## config.mk

```make
export PLATFORM = sky130hd
export DESIGN_NAME = ads_detect_sequencer
export DESIGN_NICKNAME = d
export VERILOG_FILES = /design/src/rtl/ads_pkg.sv /design/src/rtl/ads_sat_counter.sv /design/src/rtl/ads_detect_sequencer.sv
export SDC_FILE = /design/constraint.sdc
export NUM_CORES = 1
export LEC_CHECK = 0
export BUFFER_PORTS_ARGS = -buffer_cell sky130_fd_sc_hd__clkbuf_2
export CAP_MARGIN = 20
export CORE_AREA = 4 4 218 220
export DETAILED_ROUTE_END_ITERATION = 7
export DIE_AREA = 0 0 222 224
export PLACE_DENSITY = 0.57
export SKIP_CTS_REPAIR_TIMING = 1
export SLEW_MARGIN = 5
export SYNTH_ARGS = -nofsm -noshare
export SYNTH_HDL_FRONTEND = slang
export SYNTH_SLANG_ARGS = --single-unit
```

## constraint.sdc

```tcl
create_clock -name clk -period 13 [get_ports clk]
set_clock_uncertainty 0.15 [all_clocks]
set_input_delay 0.65 -clock clk [delete_from_list [all_inputs] [get_ports clk]]
set_output_delay 0.65 -clock clk [all_outputs]
set_load 0.005 [all_outputs]
```

## src/rtl/ads_pkg.sv

```systemverilog
// Shared types and default widths for the anomaly-detection sequencer slice.
package ads_pkg;

   typedef enum logic [2:0] {
      ST_UNCONF,
      ST_LOAD,
      ST_IDLE,
      ST_POP,
      ST_ISSUE,
      ST_WAIT
   } ads_state_t;

   localparam int unsigned ADS_DATA_W = 8;
   localparam int unsigned ADS_TREE_W = 256;
   localparam int unsigned ADS_CNT_W  = 16;

endpackage

```

## src/rtl/ads_sat_counter.sv

```systemverilog
// Saturating up-counter with synchronous clear; clear wins over increment.
module ads_sat_counter #(
   parameter int unsigned W = 16
) (
   input  logic         clk,
   input  logic         rst,
   input  logic         inc,
   input  logic         clr,
   output logic [W-1:0] q
);

   // Count up until all-ones, then hold; clear takes priority.
   always_ff @(posedge clk or posedge rst) begin
      if (rst) begin
         q <= '0;
      end else if (clr) begin
         q <= '0;
      end else if (inc && (q != '1)) begin
         q <= q + 1'b1;
      end
   end

endmodule

```

## src/rtl/ads_detect_sequencer.sv

```systemverilog
// Sequencer between the sensor FIFO and the isolation-tree evaluator.
// Loads a tree image, then drains the FIFO one sample at a time with a
// pop / present / wait-for-verdict handshake and keeps saturating counts.
// Optional evaluator watchdog: define ADS_SEQ_TIMEOUT_EN.
module ads_detect_sequencer
   import ads_pkg::*;
#(
   parameter int unsigned DATA_W         = ADS_DATA_W,
   parameter int unsigned TREE_W         = ADS_TREE_W,
   parameter int unsigned CNT_W          = ADS_CNT_W,
   parameter int unsigned TIMEOUT_CYCLES = 64
) (
   input  logic              clk,
   input  logic              reset,
   input  logic              cfg_valid,
   input  logic [TREE_W-1:0] cfg_tree,
   output logic              cfg_ready,
   input  logic              fifo_empty,
   input  logic [DATA_W-1:0] fifo_data,
   output logic              fifo_read_enable,
   output logic              eval_load_itree,
   output logic [TREE_W-1:0] eval_itree,
   output logic [DATA_W-1:0] eval_data,
   output logic              eval_data_valid,
   input  logic              eval_done,
   input  logic              eval_anomaly,
   input  logic              clear_counts,
   output logic              anomaly_detected,
   output logic [CNT_W-1:0]  sample_count,
   output logic [CNT_W-1:0]  anomaly_count,
   output logic              busy,
   output logic              timeout_err
);

   localparam int unsigned TO_W = (TIMEOUT_CYCLES > 2) ? $clog2(TIMEOUT_CYCLES) : 1;

   ads_state_t state;
   ads_state_t state_nxt;
   logic       capture_tree;
   logic       verdict;
   logic       timeout_hit;
   logic       idle_like;

`ifdef ADS_SEQ_TIMEOUT_EN
   logic [TO_W-1:0] wait_cnt;
`endif

   // State register.
   always_ff @(posedge clk or posedge reset) begin
      if (reset) begin
         state <= ST_UNCONF;
      end else begin
         state <= state_nxt;
      end
   end

   // Next-state and per-cycle strobes; a new image beats a pending pop in IDLE.
   always_comb begin
      state_nxt        = state;
      fifo_read_enable = 1'b0;
      capture_tree     = 1'b0;
      verdict          = 1'b0;
      timeout_hit      = 1'b0;
      case (state)
         ST_UNCONF: begin
            if (cfg_valid) begin
               capture_tree = 1'b1;
               state_nxt    = ST_LOAD;
            end
         end
         ST_LOAD: state_nxt = ST_IDLE;
         ST_IDLE: begin
            if (cfg_valid) begin
               capture_tree = 1'b1;
               state_nxt    = ST_LOAD;
            end else if (!fifo_empty) begin
               fifo_read_enable = 1'b1;
               state_nxt        = ST_POP;
            end
         end
         ST_POP:   state_nxt = ST_ISSUE;
         ST_ISSUE: state_nxt = ST_WAIT;
         ST_WAIT: begin
            if (eval_done) begin
               verdict   = 1'b1;
               state_nxt = ST_IDLE;
            end
`ifdef ADS_SEQ_TIMEOUT_EN
            else if (wait_cnt == TO_W'(TIMEOUT_CYCLES - 1)) begin
               timeout_hit = 1'b1;
               state_nxt   = ST_IDLE;
            end
`endif
         end
         default: state_nxt = ST_UNCONF;
      endcase
   end

   // Status outputs decoded from state; cfg_ready is held low while in reset.
   always_comb begin
      idle_like       = (state == ST_UNCONF) || (state == ST_IDLE);
      cfg_ready       = idle_like && !reset;
      busy            = !idle_like;
      eval_load_itree = (state == ST_LOAD);
      eval_data_valid = (state == ST_ISSUE);
   end

   // Tree image and sample holding registers.
   always_ff @(posedge clk or posedge reset) begin
      if (reset) begin
         eval_itree <= '0;
         eval_data  <= '0;
      end else begin
         if (capture_tree) begin
            eval_itree <= cfg_tree;
         end
         if (state == ST_POP) begin
            eval_data <= fifo_data;
         end
      end
   end

   // One-cycle anomaly pulse following an anomalous verdict.
   always_ff @(posedge clk or posedge reset) begin
      if (reset) begin
         anomaly_detected <= 1'b0;
      end else begin
         anomaly_detected <= verdict && eval_anomaly;
      end
   end

   ads_sat_counter #(.W(CNT_W)) u_sample_cnt (
      .clk (clk),
      .rst (reset),
      .inc (verdict),
      .clr (clear_counts),
      .q   (sample_count)
   );

   ads_sat_counter #(.W(CNT_W)) u_anomaly_cnt (
      .clk (clk),
      .rst (reset),
      .inc (verdict && eval_anomaly),
      .clr (clear_counts),
      .q   (anomaly_count)
   );

`ifdef ADS_SEQ_TIMEOUT_EN
   // Watchdog: counts WAIT cycles from zero on entry; sticky error on expiry.
   always_ff @(posedge clk or posedge reset) begin
      if (reset) begin
         wait_cnt    <= '0;
         timeout_err <= 1'b0;
      end else begin
         wait_cnt <= (state == ST_WAIT) ? wait_cnt + 1'b1 : '0;
         if (clear_counts) begin
            timeout_err <= 1'b0;
         end else if (timeout_hit) begin
            timeout_err <= 1'b1;
         end
      end
   end
`else
   // No watchdog: WAIT is unbounded; the parameter stays referenced.
   logic unused_timeout;
   always_comb begin
      unused_timeout = timeout_hit ^ (^TO_W'(TIMEOUT_CYCLES));
      timeout_err    = 1'b0;
   end
`endif

endmodule
```

==> summary.md <==
| Metric | Value |
|---|---|
| Die height | `224 um` |
| Switching share of power | `0.299` |
| RSZ-0062 raised after global routing | `false` |
| Fin crit share | `0.259` |
| Number of synthesized flops with an enable pin | `0` |
| Post-route worst setup slack | `9.63 ns` |
| Area Overhead vs Synth | `39.4%` |
| Flops & latches, synth | `300` |
| Reg-to-Reg End | `eval_itree[84]` |
| Total number of vias | `8,631` |
| Most frequent CP cell | `buf_4` |
| Htree depth | `2` |
| Final ANT Viol Nets | `0` |
| Critical path arrival | `3.62 ns` |
| Syn_nets | `1,048` |
| # fillers | `4,466` |
| Post-Syn Instances | `775` |
| # nets final | `1,629` |
| RD Place Congestion | `0.789` |
| R2r setup slk | `9.63 ns` |
| Ant diodes | `0` |
| CP required | `13.25 ns` |
| Vias in the first global route | `9,425` |
| Port buffer count | `572` |
| Switching pwr | `1.17 mW` |
| CTS tree | `built` |
| Outcome | `complete, no violations` |
| Num CTS Buffers | `35` |
| Gr usage total | `0.132` |
| Routed len/inst | `17.3 um` |
| Seq pwr share | `0.409` |
| Startpoint Class | `register` |
| Synth Cell Area | `0.0118 sq mm` |
| I/O pin cnt | `574` |
| Largest net degree at the start of global routing | `105` |
| Power Density | `238 mW/mm^2` |
| R2r startpoint | `state[0]` |
| Final setup viols | `0` |
| Place WS | `9.55 ns` |
| Element type at the critical path end | `register` |
| Met2 Use GR | `0.230` |
| Worst skew pair latency | `0.51 ns` |
| Slowest library cell on the worst path | `buf_4` |
| Core ar. | `0.0453 sq mm` |
| Via density | `4.36` |
| Die width | `222 um` |
| First-pass GRT wire length | `53.3 mm` |
| DRT Wirelength | `34.3 mm` |
| VDD IR-drop max | `144 uV` |
| Slew @ Worst Pin | `1.04 ns` |
| Crit-path max cell delay | `0.74 ns` |
| Clock Power Share | `0.259` |
| GR Util met3 | `0.0532` |
| Final hold vios | `0` |
| Router iterations before antenna repair | `4` |
| Setup tns final | `0 ns` |
| Mean area per synthesized cell | `15.2 sq um` |
| Global route hottest layer | `met2` |
| DRC viols | `0` |
| Clock net sink count | `300` |
| Row count | `78` |
| Relative slew margins | `0.305` |
| Initial Utilization | `0.261` |
| Ys flop type | `dfrtp_1` |
| Worst-path clk slew | `0.06 ns` |
| Synth Warn # | `0` |
| Design Area, Final | `0.0165 sq mm` |
| Leak Pwr | `7.89 nW` |
| Clock Path Buffers | `3` |
| Placed Area | `0.0153 sq mm` |
| Hold crit path type | `primary input to async pin` |
| Die area | `0.0497 sq mm` |
| Final HPWL DP | `26.0 mm` |
| Worst Reg-to-Reg Cells | `5` |
| MaxCap Viol Count | `0` |
| Power share of the combinational group | `0.331` |
| Final min period | `3.37 ns` |
| Kind of critical path | `register to register` |
| Root cell of the clock tree | `clkbuf_16` |
| Worst Path Max Fanout | `73` |
| Seq/Total Area, Yosys | `0.636` |
| Async SR Flop Fraction | `1.00` |
| Initial DRC count | `339` |
| Power Internal | `2.74 mW` |
| Total grt overflow | `0` |
| Max Freq | `297 MHz` |
| Share of cells above drive strength 1 | `0.645` |
| Antenna violations before repair | `0` |
| Met1 Use GR | `0.150` |
| CP Cell Sequence | `or2_2 -> nor2_4 -> buf_4 -> buf_4 -> mux2_2` |
| Slew Limit Fails | `0` |
| Synth cell types | `44` |
-- metal layers --
metal  up-vias  routed length [um]
met5         -                   0
li1       3980                   -
met1      4241               13100
met4         0                 870
met2       352               17200
met3        58                3150
-- state kept, by name, summed over array words and instances, names as in the netlist --
| name | count |
|---|---|
| eval_data | 8 |
| u_sample_cnt.q | 16 |
| eval_itree | 256 |
| anomaly_detected | 1 |
| u_anomaly_cnt.q | 16 |
| state | 3 |
-- synthesized netlist by cell type (2+ instances only) --
library cell  count  area share
nand4_1          10      0.0053
a21oi_1          22      0.0093
nand2b_1          3      0.0016
o21bai_1          2      0.0013
mux2_2          250        0.24
o21ai_0           9      0.0038
and3_1            4      0.0021
nor3_1            5      0.0021
nand2_1           9      0.0029
nor4_1            3      0.0016
nor2b_1           5      0.0026
buf_4            25       0.016
or4_1            13      0.0083
clkbuf_1          5      0.0016
inv_1             9      0.0029
ha_1              2      0.0021
o31ai_1          13      0.0083
dfrtp_1         300        0.64
or3_1             6      0.0032
or2_2             2      0.0011
nor2_1           12      0.0038
and4_1            6      0.0044
nand3b_1          2      0.0013
mux2_1           18       0.017
nor3b_1           2      0.0013
nand3_1          14      0.0059
buf_2             6      0.0025
and2_1            2      0.0011
-- logic make-up after synthesis --
kind of cell,count (synthesis),synth area share
multiplexers,269,0.256
other,1,0.000318
AND/OR/NAND/NOR,105,0.0542
buffers and inverters,45,0.0229
AO/OA/AOI/OAI,51,0.0269
adder cells (fa/ha/maj),2,0.00212
flip-flops,300,0.636
XOR/XNOR,2,0.00148
-- critical path, delay by kind of cell, from the launching register on --
kind	cells	cell delay (ns)
buffers and inverters	2	1.46
AND/OR/NAND/NOR	2	0.65
flip-flops	1	0.44
multiplexers	1	0.42
-- final cells by class --
type / instances / area, sq um / area share
Clock buffer: 56 / 1100 / 0.0667
Clock inverter: 5 / 100 / 0.00608
Inverter: 9 / 41.3 / 0.00251
Multi-Input combinational cell: 430 / 4040 / 0.245
Sequential cell: 300 / 7510 / 0.456
Tap cell: 600 / 751 / 0.0456
Timing Repair Buffer: 580 / 2920 / 0.178
-- placed cells by master (no fill, tap or decap), types with 4 or more instances in the layout --
cell type and n:
a21oi_1 22, and3_1 4, and4_1 6, buf_4 8, clkbuf_1 9, clkbuf_16 37, clkbuf_2 572, clkbuf_8 10
dfrtp_1 300, inv_1 8, mux2_1 18, mux2_2 250, nand2_1 9, nand3_1 14, nand4_1 10, nor2_1 11
nor2b_1 5, nor3_1 5, o21ai_0 9, o31ai_1 13, or3_1 6, or4_1 13
-- per-stage QoR --
stage | instances | utilization | hold WS [ns] | total power, mW
6_report | 1980 | 0.363 | 0.153 | 3.91
5_1_grt | 1980 | 0.363 | 0.162 | 4.17
4_1_cts | 1980 | 0.363 | 0.151 | 3.98
3_5_place_dp | 1919 | 0.337 | 0.325 | 2.94
3_3_place_gp | 1918 | 0.337 | 0.316 | 2.91
2_1_floorplan | 775 | - | 0.333 | 2.28
-- worst max-delay path by stage --
stage / slack [ns] / depth (start not counted) / from / to
after detailed placement: 9.55 / 6 / cfg_valid / eval_itree[58]
after floorplan: 3.91 / 1 / reset / anomaly_detected
after global placement: 9.59 / 6 / cfg_valid / eval_itree[91]
final: 9.63 / 5 / state[0] / eval_itree[84]
after global routing: 9.45 / 5 / state[0] / eval_itree[97]
after CTS: 9.60 / 5 / state[0] / eval_itree[84]
-- power groups by stage --
stage / combinational (mW) / sequential, mW / clock (mW)
after floorplan: 0.654 / 1.62 / 0
after global placement: 1.32 / 1.59 / 0
after detailed placement: 1.33 / 1.61 / 0
after CTS: 1.33 / 1.60 / 1.05
after global routing: 1.42 / 1.66 / 1.09
final: 1.30 / 1.60 / 1.02
Power figures use the tool's default switching activity.
